`config.mk`:
```
export PLATFORM = sky130hd
export DESIGN_NAME = usb_crc_serial
export DESIGN_NICKNAME = d
export VERILOG_FILES = /design/src/rtl/usb_pkg.sv /design/src/rtl/usb_crc_serial.sv
export SDC_FILE = /design/constraint.sdc
export NUM_CORES = 1
export LEC_CHECK = 0
export CORE_UTILIZATION = 45
export CTS_BUF_LIST = sky130_fd_sc_hd__clkbuf_8
export DETAILED_ROUTE_END_ITERATION = 6
export DONT_BUFFER_PORTS = 1
export PLACE_DENSITY = 0.6
export SYNTH_ARGS = -nofsm -noshare
export SYNTH_HDL_FRONTEND = slang
export SYNTH_SLANG_ARGS = --single-unit
```
`constraint.sdc`:
```
create_clock -name clk -period 4.04 [get_ports clk]
set_input_delay 0.606 -clock clk [delete_from_list [all_inputs] [get_ports clk]]
set_output_delay 0.606 -clock clk [all_outputs]
set_load 0.02 [all_outputs]
```
`src/rtl/usb_pkg.sv`:
```
// Shared USB CRC definitions: engine state encoding, standard polynomials and
// residuals, and the single-bit remainder step used by the serial CRC engine.
package usb_pkg;

    typedef enum logic [1:0] {
        IDLE = 2'd0,
        ACC  = 2'd1,
        SEND = 2'd2,
        DONE = 2'd3
    } crc_state_t;

    localparam logic [4:0]  CRC5_POLY      = 5'b00101;
    localparam logic [4:0]  CRC5_RESIDUAL  = 5'b01100;
    localparam logic [15:0] CRC16_POLY     = 16'h8005;
    localparam logic [15:0] CRC16_RESIDUAL = 16'h800D;

    // Operates on a 16-bit container; the caller keeps only its low 'width' bits.
    function automatic logic [15:0] crc_step(input logic [15:0] rem,
                                             input logic [15:0] poly,
                                             input int          width,
                                             input logic        bit_in);
        logic [3:0] msb_idx;
        logic       fb;
        msb_idx = 4'(width - 1);
        fb      = rem[msb_idx] ^ bit_in;
        return {rem[14:0], 1'b0} ^ (fb ? poly : 16'h0000);
    endfunction

endpackage

```
`src/rtl/usb_crc_serial.sv`:
```
// Bit-serial USB CRC5/CRC16 generator and residual checker.
// Define USB_CRC_CHECK_EN to build the residual comparator behind crc_match.
module usb_crc_serial
    import usb_pkg::*;
#(
    parameter int               WIDTH    = 5,
    parameter logic [WIDTH-1:0] POLY     = CRC5_POLY,
    parameter logic [WIDTH-1:0] INIT     = '1,
    parameter logic [WIDTH-1:0] RESIDUAL = CRC5_RESIDUAL
) (
    input  logic clk,
    input  logic rst,
    input  logic start,
    input  logic bit_en,
    input  logic s_in,
    output logic crc_out,
    output logic crc_ready,
    output logic crc_done,
    output logic crc_match
);

    localparam int              CNT_W    = $clog2(WIDTH);
    localparam logic [CNT_W-1:0] CNT_LAST = CNT_W'(WIDTH - 1);
    localparam logic [15:0]     POLY_EXT = 16'(POLY);

    crc_state_t       state_q, state_d;
    logic [WIDTH-1:0] rem_q, rem_d;
    logic [CNT_W-1:0] cnt_q, cnt_d;
    logic [15:0]      rem_ext, step_res;
    logic             latch_en;
    logic             unused_step;

    assign unused_step = ^step_res;

    always_comb begin
        rem_ext            = '0;
        rem_ext[WIDTH-1:0] = rem_q;
        step_res           = crc_step(rem_ext, POLY_EXT, WIDTH, s_in);

        state_d  = state_q;
        rem_d    = rem_q;
        cnt_d    = cnt_q;
        latch_en = 1'b0;
        unique case (state_q)
            IDLE: begin
                rem_d = INIT;
                if (start) begin
                    state_d = ACC;
                    if (bit_en) rem_d = step_res[WIDTH-1:0];
                end
            end
            ACC: begin
                if (start) begin
                    if (bit_en) rem_d = step_res[WIDTH-1:0];
                end else begin
                    state_d  = SEND;
                    cnt_d    = '0;
                    latch_en = 1'b1;
                end
            end
            SEND: begin
                // Shifting in ones leaves the remainder at INIT-like state for the next frame.
                if (bit_en) begin
                    rem_d = {rem_q[WIDTH-2:0], 1'b1};
                    cnt_d = cnt_q + 1'b1;
                    if (cnt_q == CNT_LAST) state_d = DONE;
                end
            end
            DONE: begin
                state_d = IDLE;
                rem_d   = INIT;
            end
            default: state_d = IDLE;
        endcase
    end

    always_ff @(posedge clk) begin
        if (rst) begin
            state_q <= IDLE;
            rem_q   <= INIT;
            cnt_q   <= '0;
        end else begin
            state_q <= state_d;
            rem_q   <= rem_d;
            cnt_q   <= cnt_d;
        end
    end

    assign crc_ready = (state_q == SEND);
    assign crc_out   = (state_q == SEND) & ~rem_q[WIDTH-1];
    assign crc_done  = (state_q == DONE);

`ifdef USB_CRC_CHECK_EN
    logic match_q;

    always_ff @(posedge clk) begin
        if (rst) begin
            match_q <= 1'b0;
        end else if (latch_en) begin
            match_q <= (rem_q == RESIDUAL);
        end
    end

    assign crc_match = match_q & (state_q == DONE);
`else
    logic unused_chk;

    assign unused_chk = latch_en ^ (^RESIDUAL);
    assign crc_match  = 1'b0;
`endif

endmodule

```
After elaboration in Yosys (flattened, before gate mapping)

Cells that the tools add are included.

Bitwise gates (word level): 4
Reduce and logical (&&, ||, !) cells: 5
Equality and inequality tests: 10
$mul: 0
Shift-type cells: 0
Add/subtract/negate cells: 1
Mux-type cells: 15
Divide/modulo/power cells: 0
Magnitude comparators: 0

Operator list:

| cell                                                                     | number |
|---|---|
| 5-bit two-way mux                                                        | 5 |
| 5-bit case mux with 4 select lines                                       | 1 |
| 2-bit inequality test (second input constant)                            | 5 |
| 3-bit two-way mux                                                        | 3 |
| 2-bit two-way mux                                                        | 4 |
| 2-bit case mux with 4 select lines                                       | 1 |
| 3-bit case mux with 2 select lines                                       | 1 |
| 3-bit AND reduction                                                      | 2 |
| 5-bit by 3-bit XOR with 5-bit output                                     | 1 |
| 2-bit equality test (second input constant)                              | 2 |
| 4-bit AND reduction                                                      | 1 |
| 3-bit by 1-bit adder with 3-bit output (second input constant)           | 1 |
| 3-bit equality test (second input constant)                              | 1 |
| 2-bit by 1-bit equality test with 1-bit output (second input constant)   | 1 |
| 2-bit logical NOT                                                        | 1 |
| 2-bit by 1-bit inequality test with 1-bit output (second input constant) | 1 |
| 2-bit nonzero test                                                       | 1 |
| 1-bit bitwise AND                                                        | 1 |
| 1-bit inverter                                                           | 1 |
| 1-bit XOR                                                                | 1 |

Word-level logic and storage cells: 38
Flip-flop bits (word level): 10
ROM bits: 0
Memories kept: 0
Output and inout bits: 4
RAM bits: 0
Latch bits: 0

Logic depth before layout (Yosys ltp)

Gate-level depths: netlist of run 1.

Word-level depth: 6
Gate-level depth with buffers: 6
Gate-level depth less buffers: 6

Worst setup path after synthesis of run 1

No wires, ideal clock.

Path kind: flip-flop to output port
Start point: register state_q[0]
End point: output crc_out
Required time: 3.434 ns
Data arrival time: 1.187 ns
Cell stages (with the launch flop): 4
Path slack: 2.247 ns
Buffers on the path: 0
Path through: dfxtp_1 > inv_1 > ha_1 > nor2b_1

Longest elaborated chain between the ends: 2

Ends and longest elaborated chain:

| element                | RTL line             | source |
|---|---|---|
| from (decl)            | usb_crc_serial.sv:26 | `crc_state_t state_q, state_d;` |
| from (signal assigned) | usb_crc_serial.sv:83 | `state_q <= state_d;` |
| 2-bit equality test    | --                   |  |
| named net crc_ready    | usb_crc_serial.sv:17 | `output logic crc_ready,` |
| 1-bit bitwise AND      | usb_crc_serial.sv:90 | `assign crc_out = (state_q == SEND) & ~rem_q[WIDTH-1];` |
| to (decl)              | usb_crc_serial.sv:16 | `output logic crc_out,` |

The timed path passes the listed nets, and every way through them passes these cells.

Worst setup path in the final report of run 1

Same ends and word-level chain as after synthesis.

==> results.py, run 1 <==
metrics = {
    "grt": {
        "grt_first_pass_wirelength_mm": 1.787,
        "grt_pass1_vias": 405,
        "gr-total-overflow": 0,
        "grt_use_total_pct": 17.29,
        "grt_max_degree": 11,
        "antenna_found_initial": 0,
    },
    "power": {
        "power.total_mw": 0.5891,
        "p_per_area_mw_per_mm2": 814.6,
        "ir_drop_uv": 412.8,
        "leakagePower_nw": 0.2990,
    },
    "die": {
        "fp.dieW_microns": 40.43,
        "rows": 13,
        "die_h_microns": 40.43,
        "ios": 9,
        "dieArea_sq_mm": 0.001634,
        "core_sq_mm": 0.001334,
        "initial_utilization_pct": 49.81,
    },
    "logic_synthesis": {
        "syn_area_sq_um": 664.4,
        "ys_seq_area_share_pct": 30.13,
        "syn_avg_cell_area_sq_um": 8.978,
        "yosysWarnings": 0,
        "syn_inst": 74,
        "netlist-cell-type-count": 34,
        "synth_fp_nets": 87,
        "synth-seq-cells": 10,
    },
    "routing": {
        "drtPass1Iterations": 4,
        "drt_iter0_drc": 10,
        "wl_mm": 1.197,
        "drcViolationCount": 0,
        "avgViaCountPerCell": 5.440,
        "via_count": 495,
        "routedWlPerCell_microns": 13.15,
        "ant_nets": 0,
    },
    "finish": {
        "fillers": 132,
        "multi_input_area_sq_um": 434.2,
        "area_growth_pct": 8.851,
        "seq_area_sq_um": 200.2,
        "drive_above_1_share_pct": 11.84,
        "diodes": 0,
        "fin_nets": 90,
    },
    "clock_tree": {
        "cts_tree": "built",
        "clock-root-buffer": "clkbuf_8",
        "clk_path_buf_depth": 2,
        "cts_htree_levels": 1,
        "clk_pin_slew_ns": 0.05,
        "post-cts-setup-buffers": 0,
        "cts_resized": 0,
        "cts_buffers": 3,
        "hold_buffers": 0,
        "insertion_delay_ns": 0.24,
        "clock_sinks": 10,
    },
    "timing": {
        "layout_min_cycle_time_ns": 2.147,
        "hold_viol": 0,
        "drv_slew": 0,
        "max_freq_mhz": 465.9,
        "rsz0062_at_grt": "false",
        "setup_tns_ns": 0,
        "post-route-period-util_pct": 53.13,
        "fin_worst_skew_ns": 0.0007613,
        "setup_viol": 0,
    },
    "place": {
        "portBuffers": 0,
        "place_congestion": 0.7317,
        "dpl.hpwl_microns": 902.6,
    },
    "setup_path": {
        "crit_required_ns": 3.43,
        "worstPathArrival_ns": 1.54,
        "start_kind": "register",
        "crit_type": "reg -> out",
        "cp_max_fo": 8,
        "end_kind": "primary output",
    },
    "flow_run": {
        "maxCapViolations": 0,
    },
    "status": {
        "status": "completed",
    },
    "worst_hold_path": {
        "hold_path.class": "in -> reg",
    },
}
-- flip-flops by register name, summed over array words and instances (netlist names) --
signal,cells
cnt_q,3
rem_q,5
state_q,2
-- metrics by stage --
step / hold WS, ns / instance area, sq um / setup slack [ns] / util [%] / instances
after global routing: 0.4192 / 723.2 / 1.782 / 54.22 / 91
after detailed placement: 0.4648 / 668.1 / 2.130 / 50.09 / 87
after global placement: 0.4627 / 668.1 / 2.144 / 50.09 / 87
final: 0.4350 / 723.2 / 1.893 / 54.22 / 91
after floorplan: 0.4446 / 664.4 / 2.247 / - / 74
after CTS: 0.4293 / 723.2 / 1.868 / 54.22 / 91
-- layout by cell type (no fill, tap or decap) --
cell,synthesis,routed
a21oi_1,1,1
a21o_1,2,2
inv_1,4,4
or4_4,1,1
xnor2_1,3,3
a21boi_1,1,1
o221ai_1,1,1
o21ai_1,1,1
ha_1,8,8
o2111ai_1,1,1
xor2_1,1,1
a211o_1,2,2
a211oi_1,2,2
or2_2,2,2
nand3_1,1,1
o21ai_0,1,1
dfxtp_1,10,10
nand2_1,3,3
nor2b_1,2,2
a221oi_1,1,1
a2111o_1,1,1
a22oi_1,2,2
nor2b_2,1,1
nand2b_1,2,2
a21o_2,1,1
nor3b_1,2,2
nor2_1,9,9
a2111oi_0,1,1
o211ai_1,1,1
conb_1,1,1
mux2i_1,2,2
nor3_1,1,1
clkbuf_8,0,4
-- metal layers --
layer | track usage (%) | wire length [microns]
met1 | 20.46 | 608
met3 | 7.778 | 67
met5 | 0 | 0
met4 | 10.00 | 23
met2 | 25.40 | 497
-- final cells by class --
| class | count | share of cell area, % |
|---|---|---|
| Inverter | 4 | 2.076 |
| Clock buffer | 4 | 7.612 |
| Multi-Input combinational cell | 58 | 60.03 |
| Tap cell | 15 | 2.595 |
| Sequential cell | 10 | 27.68 |
-- synthesized netlist by cell type --
cell type / n / area share [%]
or4_4: 1 / 1.7
o21ai_1: 1 / 0.75
o2111ai_1: 1 / 1.3
a2111oi_0: 1 / 1.3
a2111o_1: 1 / 1.7
inv_1: 4 / 2.3
nor2b_1: 2 / 1.9
nand3_1: 1 / 0.75
nor2b_2: 1 / 1.3
nand2b_1: 2 / 1.9
xor2_1: 1 / 1.3
clkbuf_4: 1 / 1.1
o21ai_0: 1 / 0.75
a21o_2: 1 / 1.3
nor3_1: 1 / 0.75
or2_2: 2 / 1.9
nor2_1: 9 / 5.1
a21o_1: 2 / 2.3
ha_1: 8 / 15
o211ai_1: 1 / 1.1
a21oi_1: 1 / 0.75
a21boi_1: 1 / 1.1
conb_1: 1 / 0.56
nor3b_1: 2 / 2.3
xnor2_1: 3 / 4.0
o221ai_1: 1 / 1.3
dfxtp_1: 10 / 30
buf_4: 1 / 1.1
a22oi_1: 2 / 2.3
a211o_1: 2 / 2.6
a221oi_1: 1 / 1.3
mux2i_1: 2 / 3.0
nand2_1: 3 / 1.7
a211oi_1: 2 / 2.3
-- worst max-delay path: stages (launching register included) --
cell and delay [ns]:
dfxtp_1 0.33, inv_1 0.12, ha_1 0.43, nor2b_1 0.41
-- final timing paths --
| check | startpoint | end | slack (ns) | cells after the start |
|---|---|---|---|---|
| setup / recovery | state_q[0] | crc_out | 1.89 | 3 |
| hold / removal | rst | state_q[1] | 0.44 | 1 |
| setup reg to reg | state_q[0] | rem_q[4] | 2.16 | 6 |
| hold reg to reg | rem_q[3] | rem_q[3] | 0.47 | 2 |
-- power breakdown --
part	leakage, nW	switching (mW)	internal (mW)
clock	0.0288	0.0407	0.0858
combinational	0.188	0.158	0.141
sequential	0.0822	0.0277	0.136
-- kinds of logic (layout without fill, tap and decap cells) --
kind of cell | count (synthesis) | in the layout | synth area share, %
fa+ha+maj | 8 | 8 | 15.07
flops | 10 | 10 | 30.13
other cells | 1 | 1 | 0.5644
xor+xnor | 4 | 4 | 5.274
compound gates | 19 | 19 | 22.22
simple gates | 24 | 24 | 19.21
buf+inv | 6 | 8 | 4.520
mux | 2 | 2 | 3.013
No activity file was read; power rests on OpenSTA's default activity.
==> run 2, diff against run 1 <==
- clock period: 4.04 -> 2 ns (I/O delays scaled with it)
==> results.py, run 2 (same netlist as run 1, synthesis figures left out) <==
metrics = {
    "routing": {
        "avgViaCountPerCell": 5.670,
        "via_count": 533,
        "drtPass1Iterations": 4,
        "wl_mm": 1.255,
        "routedWlPerCell_microns": 13.35,
        "drcViolationCount": 0,
        "ant_nets": 0,
        "drt_iter0_drc": 15,
    },
    "status": {
        "status": "completed",
    },
    "setup_path": {
        "crit_required_ns": 1.70,
        "crit_type": "reg -> out",
        "crit_end": "crc_out",
        "end_kind": "primary output",
        "start_kind": "register",
        "crit_start": "state_q[0]",
        "timing.rr.start": "state_q[0]",
        "worstPathArrival_ns": 1.55,
        "cp_max_fo": 8,
        "rrSetupSlack_ns": 0.16,
        "reg2regPathDepth": 6,
        "r2r-end": "rem_q[4]",
    },
    "die": {
        "dieArea_sq_mm": 0.001634,
        "initial_utilization_pct": 49.81,
        "rows": 13,
        "die_h_microns": 40.43,
        "fp.dieW_microns": 40.43,
        "ios": 9,
        "core_sq_mm": 0.001334,
    },
    "grt": {
        "grt_use_total_pct": 18.96,
        "grt_max_degree": 11,
        "antenna_found_initial": 0,
        "grt_pass1_vias": 467,
        "grt_first_pass_wirelength_mm": 2.001,
        "gr-total-overflow": 0,
    },
    "power": {
        "p_sw_share_pct": 38.91,
        "ir_drop_uv": 883.0,
        "leakagePower_nw": 0.3144,
        "p_per_area_mw_per_mm2": 1667,
        "seqPwrFrac_pct": 26.8,
        "clockPowerShare_pct": 20.8,
        "power.total_mw": 1.245,
        "internal_power_mw": 0.7606,
        "combPwrFrac_pct": 52.4,
        "power.switching_mw": 0.4845,
    },
    "clock_tree": {
        "clock-root-buffer": "clkbuf_8",
        "cts_htree_levels": 1,
        "post-cts-setup-buffers": 0,
        "insertion_delay_ns": 0.24,
        "clk_pin_slew_ns": 0.05,
        "cts_buffers": 3,
        "hold_buffers": 0,
        "clock_sinks": 10,
        "clk_path_buf_depth": 2,
        "cts_tree": "built",
    },
    "place": {
        "dpl.hpwl_microns": 955.4,
        "placed_cells": 90,
        "portBuffers": 0,
        "place_congestion": 0.7397,
    },
    "timing": {
        "layout_min_cycle_time_ns": 1.854,
        "post-route-period-util_pct": 92.71,
        "rsz0062_at_grt": "false",
        "setup_tns_ns": 0,
        "setup_viol": 0,
        "hold_viol": 0,
        "fin_worst_skew_ns": 0.004229,
        "max_freq_mhz": 539.3,
        "drv_slew": 0,
    },
    "finish": {
        "largest_register": "rem_q",
        "layout.cells.most_common_list": "nor2_1 (9), dfxtp_1 (9), ha_1 (8)",
        "area_growth_pct": 12.43,
        "fin_cells": 94,
        "diodes": 0,
        "reg.largest.list": "rem_q (5), cnt_q (3), state_q (2)",
        "fin_nets": 93,
        "drive_above_1_share_pct": 16.46,
        "largest_register_ffs": 5,
    },
    "flow_run": {
        "maxCapViolations": 0,
    },
    "worst_hold_path": {
        "hold_path.class": "in -> reg",
    },
}
-- run 2: cell types whose count changed in the layout (fill, tap and decap cells not counted) --
| cell | delta |
|---|---|
| buf_4 | +3 |
| dfxtp_2 | +1 |
| dfxtp_1 | -1 |
-- run 2: timing repair --
item / CTS / global route
hold endpoints to repair: 0 / 0
setup endpoints to repair: 0 / 1
resized for setup: 0 / 1
-- run 2: how the worst min path moves through the flow --
stage                     startpoint         end  slack [ns]  depth (start not counted)
after floorplan             rem_q[3]    rem_q[3]        0.44                          2
after global placement           rst  state_q[1]        0.38                          1
after detailed placement         rst  state_q[1]        0.38                          1
after CTS                        rst  state_q[1]        0.13                          1
after global routing             rst  state_q[0]        0.11                          1
final                            rst  state_q[1]        0.13                          1
-- run 2: cell type report --
cell class                      count  area [sq um]
Timing Repair Buffer                3         22.52
Clock buffer                        4         55.05
Sequential cell                    10         201.4
Fill cell                         124         586.8
Tap cell                           15         18.77
Multi-Input combinational cell     58         434.2
Inverter                            4         15.01
-- run 2: critical path, stage by stage (launching register included) --
cell and delay [ns]:
dfxtp_2 0.33, inv_1 0.12, ha_1 0.45, nor2b_1 0.41
-- run 2: per-layer routing --
metal | up-vias | track usage, % | part of all wire (%)
li1 | 270 | - | -
met1 | 250 | 23.61 | 48
met2 | 11 | 28.57 | 45
met3 | 2 | 7.778 | 5.7
met4 | 0 | 7.500 | 1.0
met5 | - | 0 | 0
-- run 2: power by group through the flow --
stage	combinational (mW)	sequential [mW]	clock, mW
finish	0.652	0.334	0.259
global placement	0.644	0.335	0
global route	0.727	0.346	0.276
detailed placement	0.649	0.338	0
CTS	0.656	0.333	0.263
floorplan	0.523	0.323	0
-- run 2: metrics by stage --
step / util [%] / setup slack (ns) / instance area, sq um / hold WS, ns
after floorplan: - / 0.2340 / 664.4 / 0.4446
after global routing: 56.00 / 0.05359 / 747.0 / 0.1120
after detailed placement: 51.78 / 0.1200 / 690.7 / 0.3769
final: 56.00 / 0.1457 / 747.0 / 0.1260
after CTS: 55.91 / 0.1025 / 745.7 / 0.1272
after global placement: 51.78 / 0.1558 / 690.7 / 0.3773
==> run 3, diff against run 2 <==
- CAP_MARGIN: unset -> 10
- CORE_UTILIZATION: 45 -> 50
- GPL_ROUTABILITY_DRIVEN: unset -> 1
- PLACE_DENSITY: 0.6 -> 0.65
==> results.py, run 3 (same netlist as run 1, synthesis figures left out) <==
metrics = {
    "status": {
        "status": "completed",
    },
    "setup_path": {
        "r2r-end": "rem_q[4]",
        "worst_path_max_delay_cell": "or4_4",
        "end_kind": "register",
        "rrSetupSlack_ns": 0.11,
        "worstPathArrival_ns": 2.01,
        "reg2regPathDepth": 6,
        "timing.rr.start": "state_q[0]",
        "cpPeakStageDelay_ns": 0.55,
        "crit_type": "reg -> reg",
        "cp_max_fo": 4,
        "start_kind": "register",
        "crit_chain": "inv_1 > ha_1 > or4_4 > a22oi_1 > nor2_1 > a211o_1",
        "crit_required_ns": 2.12,
    },
    "clock_tree": {
        "cts_buffers": 3,
        "clk_path_buf_depth": 2,
        "post-cts-setup-buffers": 0,
        "cts_resized": 0,
        "clock-root-buffer": "clkbuf_8",
        "cts_tree": "built",
        "hold_buffers": 0,
        "insertion_delay_ns": 0.23,
        "clock_sinks": 10,
        "clk_pin_slew_ns": 0.05,
        "cts_htree_levels": 1,
    },
    "power": {
        "leakagePower_nw": 0.3090,
        "ir_drop_uv": 909.8,
        "p_per_area_mw_per_mm2": 1657,
    },
    "die": {
        "core_sq_mm": 0.001171,
        "fp.dieW_microns": 38.45,
        "initial_utilization_pct": 56.73,
        "die_h_microns": 38.45,
        "rows": 12,
        "ios": 9,
        "dieArea_sq_mm": 0.001478,
    },
    "finish": {
        "multi_input_area_sq_um": 434.2,
        "area_growth_pct": 10.92,
        "fin_cells": 92,
        "seq_area_sq_um": 200.2,
        "fillers": 117,
        "diodes": 0,
        "largest_register_ffs": 5,
        "layout.cells.most_common_list": "dfxtp_1 (10), nor2_1 (9), ha_1 (8)",
        "fin_nets": 92,
        "reg.largest.list": "rem_q (5), cnt_q (3), state_q (2)",
        "final_area_sq_um": 737.0,
        "layout_commonest_cell": "dfxtp_1",
        "drive_above_1_share_pct": 14.10,
        "largest_register": "rem_q",
    },
    "worst_hold_path": {
        "min_to": "state_q[1]",
        "hold_start": "rst",
        "hold_path_depth": 1,
        "hold_path.class": "in -> reg",
    },
    "timing": {
        "post-route-period-util_pct": 94.46,
        "drv_slew": 0,
        "rsz0062_at_grt": "false",
        "max_freq_mhz": 529.3,
        "setup_tns_ns": 0,
        "layout_min_cycle_time_ns": 1.889,
        "setup_viol": 0,
        "fin_worst_skew_ns": 0.004926,
        "hold_viol": 0,
    },
    "routing": {
        "via_count": 516,
        "drt_iter0_drc": 18,
        "drcViolationCount": 0,
        "ant_nets": 0,
        "drtPass1Iterations": 4,
        "wl_mm": 1.229,
        "routedWlPerCell_microns": 13.36,
        "avgViaCountPerCell": 5.609,
    },
    "place": {
        "place_congestion": 0.8071,
        "placed_area_sq_um": 681.9,
        "placed_cells": 88,
        "portBuffers": 0,
        "dpl.hpwl_microns": 909.3,
    },
    "grt": {
        "grt_use_total_pct": 20.61,
        "grt_first_pass_wirelength_mm": 2.076,
        "gr-total-overflow": 0,
        "grt_max_degree": 11,
        "grt_pass1_vias": 497,
        "antenna_found_initial": 0,
    },
    "flow_run": {
        "maxCapViolations": 0,
    },
}
==> run 3: cell count changes in the layout (fill, tap and decap cells not counted) <==
cell and change:
buf_4 -1, dfxtp_1 +1, dfxtp_2 -1
==> run 3: area by class of cell <==
type                       count  area share, %
tap                           14          2.377
inverter                       4          2.037
multi-input combinational     58          58.91
sequential                    10          27.16
timing repair buffer           2          2.037
clock buffer                   4          7.470
==> run 3: per-stage QoR <==
stage               utilization [%]  worst slack, ns  hold WS, ns  power (mW)
detailed placement            58.23           0.1322       0.3763      0.9661
CTS                           62.93           0.1037       0.1290       1.230
floorplan                         -           0.2340       0.4446      0.8462
global route                  62.93          0.04368       0.1218       1.316
global placement              58.23           0.1625       0.3773      0.9647
finish                        62.93           0.1107       0.1270       1.222
==> run 3: per-layer routing <==
layer  global-route usage, %  share of wire (%)  vias up
li1                        -                  -      271
met1                   24.91                 49      226
met2                   34.32                 43       19
met3                   7.558                7.6        0
met4                   5.172                  0        0
met5                       0                  0        -
==> run 3: critical path, delay by kind of cell (launching register included) <==
| family | cells | cell delay (ns) |
|---|---|---|
| AND/OR/NAND/NOR | 2 | 0.61 |
| AO/OA/AOI/OAI | 2 | 0.42 |
| flip-flops | 1 | 0.38 |
| adder cells (fa/ha/maj) | 1 | 0.25 |
| buffers and inverters | 1 | 0.11 |
==> run 3: how the worst max path moves through the flow <==
stage	start	to	slack, ns	depth (start not counted)
detailed placement	state_q[0]	rem_q[4]	0.13	6
global placement	state_q[0]	rem_q[4]	0.16	6
floorplan	state_q[0]	rem_q[1]	0.23	6
CTS	state_q[0]	rem_q[4]	0.10	6
finish	state_q[0]	rem_q[4]	0.11	6
global route	state_q[0]	rem_q[1]	0.04	6
==> run 3: power breakdown <==
| group | switching (mW) | internal [mW] | total, mW |
|---|---|---|---|
| sequential | 0.0591 | 0.275 | 0.334 |
| combinational | 0.330 | 0.302 | 0.632 |
| clock | 0.0821 | 0.173 | 0.255 |
| total | 0.471 | 0.751 | 1.22 |
